## src/rtl/fetch_pkg.sv

```systemverilog
// Shared definitions for the fetch stage: FSM encodings, bubble word, default reset PC.
package fetch_pkg;

  typedef enum logic [1:0] {
    FETCH = 2'b00,
    HOLD  = 2'b01,
    DRAIN = 2'b10
  } fetch_state_t;

  localparam logic [31:0] IF_BUBBLE        = 32'h0000_0000;
  localparam logic [31:0] RESET_PC_DEFAULT = 32'h0000_0000;

endpackage

```

## src/rtl/if_id_pipeline_reg.sv

```systemverilog
// IF/ID pipeline register: flush beats hold, hold beats load, otherwise a bubble is inserted.
module if_id_pipeline_reg
  import fetch_pkg::*;
(
  input  logic        clk,
  input  logic        rst_n,
  input  logic        flush,
  input  logic        hold,
  input  logic        load,
  input  logic [31:0] instr_in,
  input  logic [31:0] pc_in,
  output logic [31:0] instruction,
  output logic [31:0] pc_out,
  output logic [31:0] pc_plus4,
  output logic        valid
);

  // NOTE: sequential state uses non-blocking assignments so every register samples pre-edge values.
  always_ff @(posedge clk or negedge rst_n) begin
    if (!rst_n) begin
      instruction <= IF_BUBBLE;
      pc_out      <= '0;
      pc_plus4    <= '0;
      valid       <= 1'b0;
    end else if (flush) begin
      instruction <= IF_BUBBLE;
      valid       <= 1'b0;
    end else if (!hold) begin
      if (load) begin
        instruction <= instr_in;
        pc_out      <= pc_in;
        pc_plus4    <= pc_in + 32'd4;
        valid       <= 1'b1;
      end else begin
        instruction <= IF_BUBBLE;
        valid       <= 1'b0;
      end
    end
  end

endmodule

```

## src/rtl/instruction_fetch_unit.sv

```systemverilog
// RV32IM fetch stage: owns the PC, reads a busywait instruction memory, absorbs decode
// stalls with a one-entry skid buffer and redirects on taken branches from EX.
module instruction_fetch_unit
  import fetch_pkg::*;
#(
  parameter logic [31:0] RESET_PC = RESET_PC_DEFAULT
) (
  input  logic        CLK,
  input  logic        RESET,
  input  logic        STALL,
  input  logic        BRANCH_TAKEN,
  input  logic [31:0] BRANCH_TARGET,
  output logic [31:0] IMEM_ADDR,
  output logic        IMEM_READ,
  input  logic        IMEM_BUSYWAIT,
  input  logic [31:0] IMEM_INSTR,
  output logic [31:0] INSTRUCTION,
  output logic [31:0] PC_OUT,
  output logic [31:0] PC_PLUS4,
  output logic        VALID
);

  fetch_state_t state;
  logic [31:0]  pc;
  logic [31:0]  redirect_pc;
  logic [31:0]  skid_instr;
  logic [31:0]  skid_pc;
  logic [31:0]  target;
  logic         accept;
  logic         ifid_load;
  logic [31:0]  ifid_instr;
  logic [31:0]  ifid_pc;

  assign target    = BRANCH_TARGET & ~32'h3;
  // Reset gating keeps the request low while RESET is held; otherwise only state drives it.
  assign IMEM_READ = RESET && (state != HOLD);
  assign IMEM_ADDR = pc;
  assign accept    = IMEM_READ && !IMEM_BUSYWAIT;

  // NOTE: every always_comb output gets a default first so no path can infer a latch.
  always_comb begin
    ifid_load  = 1'b0;
    ifid_instr = IMEM_INSTR;
    ifid_pc    = pc;
    case (state)
      FETCH: ifid_load = accept;
      HOLD: begin
        ifid_load  = 1'b1;
        ifid_instr = skid_instr;
        ifid_pc    = skid_pc;
      end
      default: ifid_load = 1'b0;
    endcase
  end

  // NOTE: the skid and redirect registers are reset as well, so no X can ever reach decode.
  always_ff @(posedge CLK or negedge RESET) begin
    if (!RESET) begin
      state       <= FETCH;
      pc          <= RESET_PC;
      redirect_pc <= '0;
      skid_instr  <= IF_BUBBLE;
      skid_pc     <= '0;
    end else begin
      case (state)
        FETCH: begin
          if (accept) begin
            if (BRANCH_TAKEN) begin
              pc <= target;
            end else begin
              pc <= pc + 32'd4;
              if (STALL) begin
                skid_instr <= IMEM_INSTR;
                skid_pc    <= pc;
                state      <= HOLD;
              end
            end
          end else if (BRANCH_TAKEN) begin
            redirect_pc <= target;
            state       <= DRAIN;
          end
        end
        HOLD: begin
          if (BRANCH_TAKEN) begin
            pc    <= target;
            state <= FETCH;
          end else if (!STALL) begin
            state <= FETCH;
          end
        end
        DRAIN: begin
          // The in-flight read must complete; its word is thrown away.
          if (accept) begin
            pc    <= BRANCH_TAKEN ? target : redirect_pc;
            state <= FETCH;
          end else if (BRANCH_TAKEN) begin
            redirect_pc <= target;
          end
        end
        default: state <= FETCH;
      endcase
    end
  end

  if_id_pipeline_reg u_if_id (
    .clk         (CLK),
    .rst_n       (RESET),
    .flush       (BRANCH_TAKEN),
    .hold        (STALL),
    .load        (ifid_load),
    .instr_in    (ifid_instr),
    .pc_in       (ifid_pc),
    .instruction (INSTRUCTION),
    .pc_out      (PC_OUT),
    .pc_plus4    (PC_PLUS4),
    .valid       (VALID)
  );

endmodule
```

## config.mk

```make
export PLATFORM = sky130hd
export DESIGN_NAME = instruction_fetch_unit
export DESIGN_NICKNAME = d
export VERILOG_FILES = /design/src/rtl/fetch_pkg.sv /design/src/rtl/if_id_pipeline_reg.sv /design/src/rtl/instruction_fetch_unit.sv
export SDC_FILE = /design/constraint.sdc
export NUM_CORES = 1
export LEC_CHECK = 0
export CORE_ASPECT_RATIO = 2
export CORE_MARGIN = 2
export CORE_UTILIZATION = 50
export DETAILED_ROUTE_END_ITERATION = 8
export PLACE_DENSITY = 0.75
export SLEW_MARGIN = 20
export SYNTH_ARGS = -nofsm -noshare
export SYNTH_HDL_FRONTEND = slang
export SYNTH_SLANG_ARGS = --single-unit
```

## constraint.sdc

```tcl
create_clock -name CLK -period 3.2 [get_ports CLK]
set_input_delay 0.96 -clock CLK [delete_from_list [all_inputs] [get_ports CLK]]
set_output_delay 0.96 -clock CLK [all_outputs]
set_load 0.01 [all_outputs]
```

# Word-level counts from Yosys, hierarchy flattened
# Index checks and enable logic that the tools add are counted.
[word_totals] register_bits=227 word_cells=59 output_inout_bits=130 inputBits=69
[classes] n_eq_ne=11 reduce_logical=11 addsub=2 n_mux=23 n_bitwise=3
[ops] operator="$mux W32" n=10
[ops] operator="$pmux W32 S3" n=1
[ops] operator="$add A32 B3 Y32 const B" n=2
[ops] operator="$mux W2" n=7
[ops] operator="$ne A3 B3 Y1 const B" n=4
[ops] operator="$reduce_and A4 Y1" n=2
[ops] operator="$ne A2 B2 Y1 const B" n=3
[ops] operator="$pmux W2 S3" n=1
[ops] operator="$reduce_and A5 Y1" n=1
[ops] operator="$ne A2 B1 Y1 const B" n=2
[ops] operator="$mux W1" n=3
[ops] operator="$not A1 Y1" n=3
[ops] operator="$reduce_and A3 Y1" n=1
[ops] operator="$reduce_bool A3 Y1" n=1
[ops] operator="$eq A2 B1 Y1 const B" n=1
[ops] operator="$eq A2 B2 Y1 const B" n=1
[ops] operator="$logic_and A1 B1 Y1" n=2
[ops] operator="$logic_not A2 Y1" n=1
[ops] operator="$pmux W1 S2" n=1
[ops] operator="$reduce_and A2 Y1" n=1
[ops] operator="$reduce_or A2 Y1" n=1
[ops] operator="$logic_not A1 Y1" n=1

# Logic depth before layout (Yosys ltp)
[logic_depth] depth_word=7 mapped_depth=12 ltp_nobuf=7

# Hierarchy
# A second synthesis with hierarchy kept.
[unflattened] cells_unflattened=1089 area_unflattened_um2=11363.4
[modules_own_cells] mod="instruction_fetch_unit" seq_area_each_um2=3253.1 cells_per_inst=681 instances=1 area_per_inst_um2=7250.7
[modules_own_cells] mod="if_id_pipeline_reg" seq_area_each_um2=2377.3 cells_per_inst=408 instances=1 area_per_inst_um2=4112.7

# Worst setup path before layout
# OpenSTA, ideal clock, no wires.
[synth_timing] path_type="flip-flop to output port" from="register state[0]" to="output IMEM_READ" path_buffers=6 path_stages_with_launch=9 required_time_ns=2.240 t_arrival_ns=1.790 setup_slack_ns=0.450 path_cell_list="dfrtp_1 ha_1 buf_6 buf_12 buf_6 buf_2 buf_2 buf_2 nor2b_1"
[synth_via] elab_chain_len=2
[synth_lines] item="from (decl)" line_no="instruction_fetch_unit.sv:23" rtl="fetch_state_t state;"
[synth_lines] item="from (signal assigned)" line_no="instruction_fetch_unit.sv:59" rtl="state <= FETCH;"
[synth_lines] item="from (signal assigned)" line_no="instruction_fetch_unit.sv:75" rtl="state <= HOLD;"
[synth_lines] item="from (signal assigned)" line_no="instruction_fetch_unit.sv:80" rtl="state <= DRAIN;"
[synth_lines] item="$ne A2 B1 Y1" line_no="instruction_fetch_unit.sv:36" rtl="assign IMEM_READ = RESET && (state != HOLD);"
[synth_lines] item="$logic_and A1 B1 Y1" line_no="instruction_fetch_unit.sv:36"
[synth_lines] item="to (decl)" line_no="instruction_fetch_unit.sv:14" rtl="output logic IMEM_READ,"
# Every way passes these cells.

# Worst setup path in the final report
[layout_timing] from="register state[1]" to="output IMEM_READ"
# The elaborated chain is that of the path after synthesis.

==> reports/qor.yml <==
drv_cap: 0
dpl-instance-area_um2: 14000
number_of_failing_setup_endpoints_in_the_final_timing_report: 0
critical-path-top-delay-family: "buffers and inverters"
routed_wirelength_um: 30900
first_iter_violations: 531
postSynth.asyncResetShare: 1.00
cts_tree: "done"
cts_max_path_buffers: 3
global_route.usage.met2: 0.460
antennaDiodeCount: 0
slew_at_the_pin_closest_to_its_max_slew_limit_ps: 967
power_density_nw_per_um2: 954
required_time_of_the_critical_path_ps: 2240
run_status: "finished, final reports clean"
combinationalPowerShare: 0.451
cp_data_arrival_time_ps: 2100
wire_length_of_the_first_global_routing_pass_um: 49400
clock_sink_count: 225
static-leakage-power_uw: 0.00618
die_width_um: 112
post_synth_instance_area_um2: 11600
setup_total_negative_slack_ps: 0
finish.instance_area_um2: 14800
avgRoutedWirePerCell_um: 19.3
gpl.final_weighted_congestion: 0.846
cp_startpoint_kind: "flop"
yosysWarningCount: 0
criticalPathCategory: "reg -> out"
grt.met1_usage: 0.279
grt_busiest_layer: "met2"
area_growth_pct: 27.1
timing.final.hold_violations: 0
achievable-frequency_ghz: 0.327
layout_setup_ws_ps: 140
crit_path_end_kind: "output pin"
hold-worst-slack_ps: 243
detail_route.drc_violations: 0
synthesized_netlist_net_count: 1197
delay_contributed_by_the_slowest_stage_of_the_critical_path_ps: 490
core_area_um2: 22700
design.final.nets: 1381
via_count_of_the_first_global_routing_pass: 9364
cp_num_buf_inv: 2
number_of_hold_buffers_added_after_cts: 0
design.portCount: 199
final_layout_size_suffix_gt1_frac: 0.160
switching_power_summed_over_all_nets_uw: 5330
internal_power_uw: 8740
hold_path.class: "in -> async"
cts_repair_resize_count: 0
final-max-slew-violation-count: 0
cts-root-buf: "sky130_fd_sc_hd__clkbuf_16"
cp_cell_sequence: "inv_1 -> ha_4 -> nor2b_1 -> clkdlybuf4s50_1"
grt_setup_unrepaired: "false"
syn-mean-instance-area_um2: 10.3
synth-seq-cells: 225
rows: 78
yosys.cell_types.count: 75
share_seq_of_total_power: 0.358
layout.cells.non_filler: 1598
drtPass1Iterations: 4
io_buffers: 196
antenna_left: 0
routed-via-count: 9305
dpl.cell_count: 1564
initial_core_util: 0.511
irDropWorstVdd_v: 0.000764
cts_setup_buffers: 0
ys_dominant_reg_cell: "sky130_fd_sc_hd__dfrtp_1"
number_of_antenna_violations_at_the_first_check_in_global_routing: 0
die_h_um: 220
slew-limit-headroom: 0.355
half_perimeter_wire_length_after_placement_um: 22900
cells_after_synth: 1123
synth_edf_count: 0
grt_max_degree: 147
timing.final.crit_period_ps: 3060
clock-skew-final_ps: 13.6
numCtsBuffers: 21
detail_route.vias_per_cell: 5.82
clock_power_share: 0.191
clkTransAtPathRegs_ps: 70
synth.yosys.seq_area_share: 0.485
gr-total-overflow: 0
layout_worst_path_cycle_share: 0.956
floorplan.die_area_um2: 24500
fraction_of_power_spent_switching_nets: 0.379
use_met3: 0.0294
critPathSlowestCell: "sky130_fd_sc_hd__clkdlybuf4s50_1"
timing.critical_path.fanout_max: 26
h-tree-depth: 1
clk_latency_ps: 500
worst_slack_placed_ps: 275
grtUsageTotal: 0.248
==> path summary, 6_finish.rpt <==
check	startpoint	to	slack [ps]	cells after the start
worst max-delay path	state[1]	IMEM_READ	140	4
worst min-delay path	RESET	IMEM_ADDR[31]	240	1
worst max register to register	state[1]	u_if_id.pc_plus4[19]	350	7
worst min register to register	u_if_id.pc_plus4[16]	u_if_id.pc_plus4[16]	470	2
max in group asynchronous	RESET	u_if_id.instruction[1]	1820	2
min in group CLK	u_if_id.pc_plus4[16]	u_if_id.pc_plus4[16]	470	2
==> through the flow <==
stage          utilization  total power, µW
2_1_floorplan            -             8700
3_3_place_gp         0.617            11200
3_5_place_dp         0.617            11400
4_1_cts              0.649            14100
5_1_grt              0.649            15000
6_report             0.649            14100
==> power by group through the flow <==
| stage | Clock (µW) | Sequential [µW] | Combinational, µW |
|---|---|---|---|
| finish | 2680 | 5040 | 6350 |
| global route | 2850 | 5200 | 6900 |
| CTS | 2730 | 5030 | 6380 |
| detailed placement | 0 | 5090 | 6340 |
| global placement | 0 | 5010 | 6190 |
| floorplan | 0 | 4960 | 3740 |
==> layout by cell type (no fill, tap or decap), types with 8 or more instances in the layout <==
cell                              netlist  routed
sky130_fd_sc_hd__buf_12                 1       9
sky130_fd_sc_hd__a31oi_1               11      11
sky130_fd_sc_hd__buf_4                  4      35
sky130_fd_sc_hd__o31ai_1               15      15
sky130_fd_sc_hd__a221oi_1              10      10
sky130_fd_sc_hd__nor2_1                44      44
sky130_fd_sc_hd__nand2_1              167     166
sky130_fd_sc_hd__mux2_2               100     100
sky130_fd_sc_hd__a211oi_1               8       8
sky130_fd_sc_hd__o21ai_0              126     126
sky130_fd_sc_hd__nand4_1               13      13
sky130_fd_sc_hd__a21oi_1               39      39
sky130_fd_sc_hd__clkbuf_16              0      21
sky130_fd_sc_hd__nand3_1               19      19
sky130_fd_sc_hd__xnor2_1               10      10
sky130_fd_sc_hd__and2_1                 8       8
sky130_fd_sc_hd__nor3_1                12      12
sky130_fd_sc_hd__inv_1                 12      12
sky130_fd_sc_hd__clkdlybuf4s50_1        0     194
sky130_fd_sc_hd__mux2i_1               69      69
sky130_fd_sc_hd__dfrtp_1              225     225
sky130_fd_sc_hd__a22o_1                 9       9
==> cell usage after synthesis, types with 6 or more instances <==
cell                         n  area [µm²]
sky130_fd_sc_hd__dfrtp_1   225        5630
sky130_fd_sc_hd__nand2_1   167         627
sky130_fd_sc_hd__o21ai_0   126         631
sky130_fd_sc_hd__mux2_2    100        1130
sky130_fd_sc_hd__mux2i_1    69         691
sky130_fd_sc_hd__nor2_1     44         165
sky130_fd_sc_hd__a21oi_1    39         195
sky130_fd_sc_hd__clkbuf_1   34         128
sky130_fd_sc_hd__buf_2      28         140
sky130_fd_sc_hd__nand3_1    19        95.1
sky130_fd_sc_hd__o31ai_1    15         113
sky130_fd_sc_hd__nand4_1    13        81.3
sky130_fd_sc_hd__inv_1      12        45.0
sky130_fd_sc_hd__nor3_1     12        60.1
sky130_fd_sc_hd__a31oi_1    11        68.8
sky130_fd_sc_hd__a221oi_1   10        87.6
sky130_fd_sc_hd__xnor2_1    10        87.6
sky130_fd_sc_hd__a22o_1      9        78.8
sky130_fd_sc_hd__a211oi_1    8        60.1
sky130_fd_sc_hd__and2_1      8        50.1
sky130_fd_sc_hd__a22oi_1     7        52.6
sky130_fd_sc_hd__and4_1      7        61.3
sky130_fd_sc_hd__buf_1       7        26.3
sky130_fd_sc_hd__o211ai_1    7        52.6
sky130_fd_sc_hd__xor2_1      7        61.3
sky130_fd_sc_hd__a21o_1      6        45.0
sky130_fd_sc_hd__and3_1      6        37.5
sky130_fd_sc_hd__nand3b_1    6        45.0
sky130_fd_sc_hd__o21a_1      6        45.0
sky130_fd_sc_hd__o31a_1      6        52.6
==> layer usage <==
| layer | part of all wire | up-vias |
|---|---|---|
| li1 | - | 4423 |
| met5 | 0 | - |
| met2 | 0.53 | 286 |
| met1 | 0.37 | 4525 |
| met3 | 0.043 | 71 |
| met4 | 0.048 | 0 |
==> kinds of logic (layout without fill, tap and decap cells) <==
kind of cell / after synthesis / count (layout) / share of synthesized area
flops: 225 / 225 / 0.485
fa+ha+maj: 5 / 5 / 0.00539
simple gates: 324 / 324 / 0.142
compound gates: 291 / 291 / 0.161
buf+inv: 92 / 287 / 0.0376
xor+xnor: 17 / 17 / 0.0128
mux: 169 / 169 / 0.156
==> registers in the layout (all words and copies together) (netlist names) <==
name / count
IMEM_ADDR: 32
redirect_pc: 32
skid_instr: 32
skid_pc: 32
state: 2
u_if_id.instruction: 32
u_if_id.pc_out: 30
u_if_id.pc_plus4: 32
u_if_id.valid: 1
==> area by class of cell <==
type	instances	area (µm²)
Clock buffer	28	602
Clock inverter	6	133
Fill cell	1846	7980
Inverter	13	48.8
Multi-Input combinational cell	806	5590
Sequential cell	225	5630
Tap cell	280	350
Timing Repair Buffer	240	2400
No activity file was read; power rests on OpenSTA's default activity.
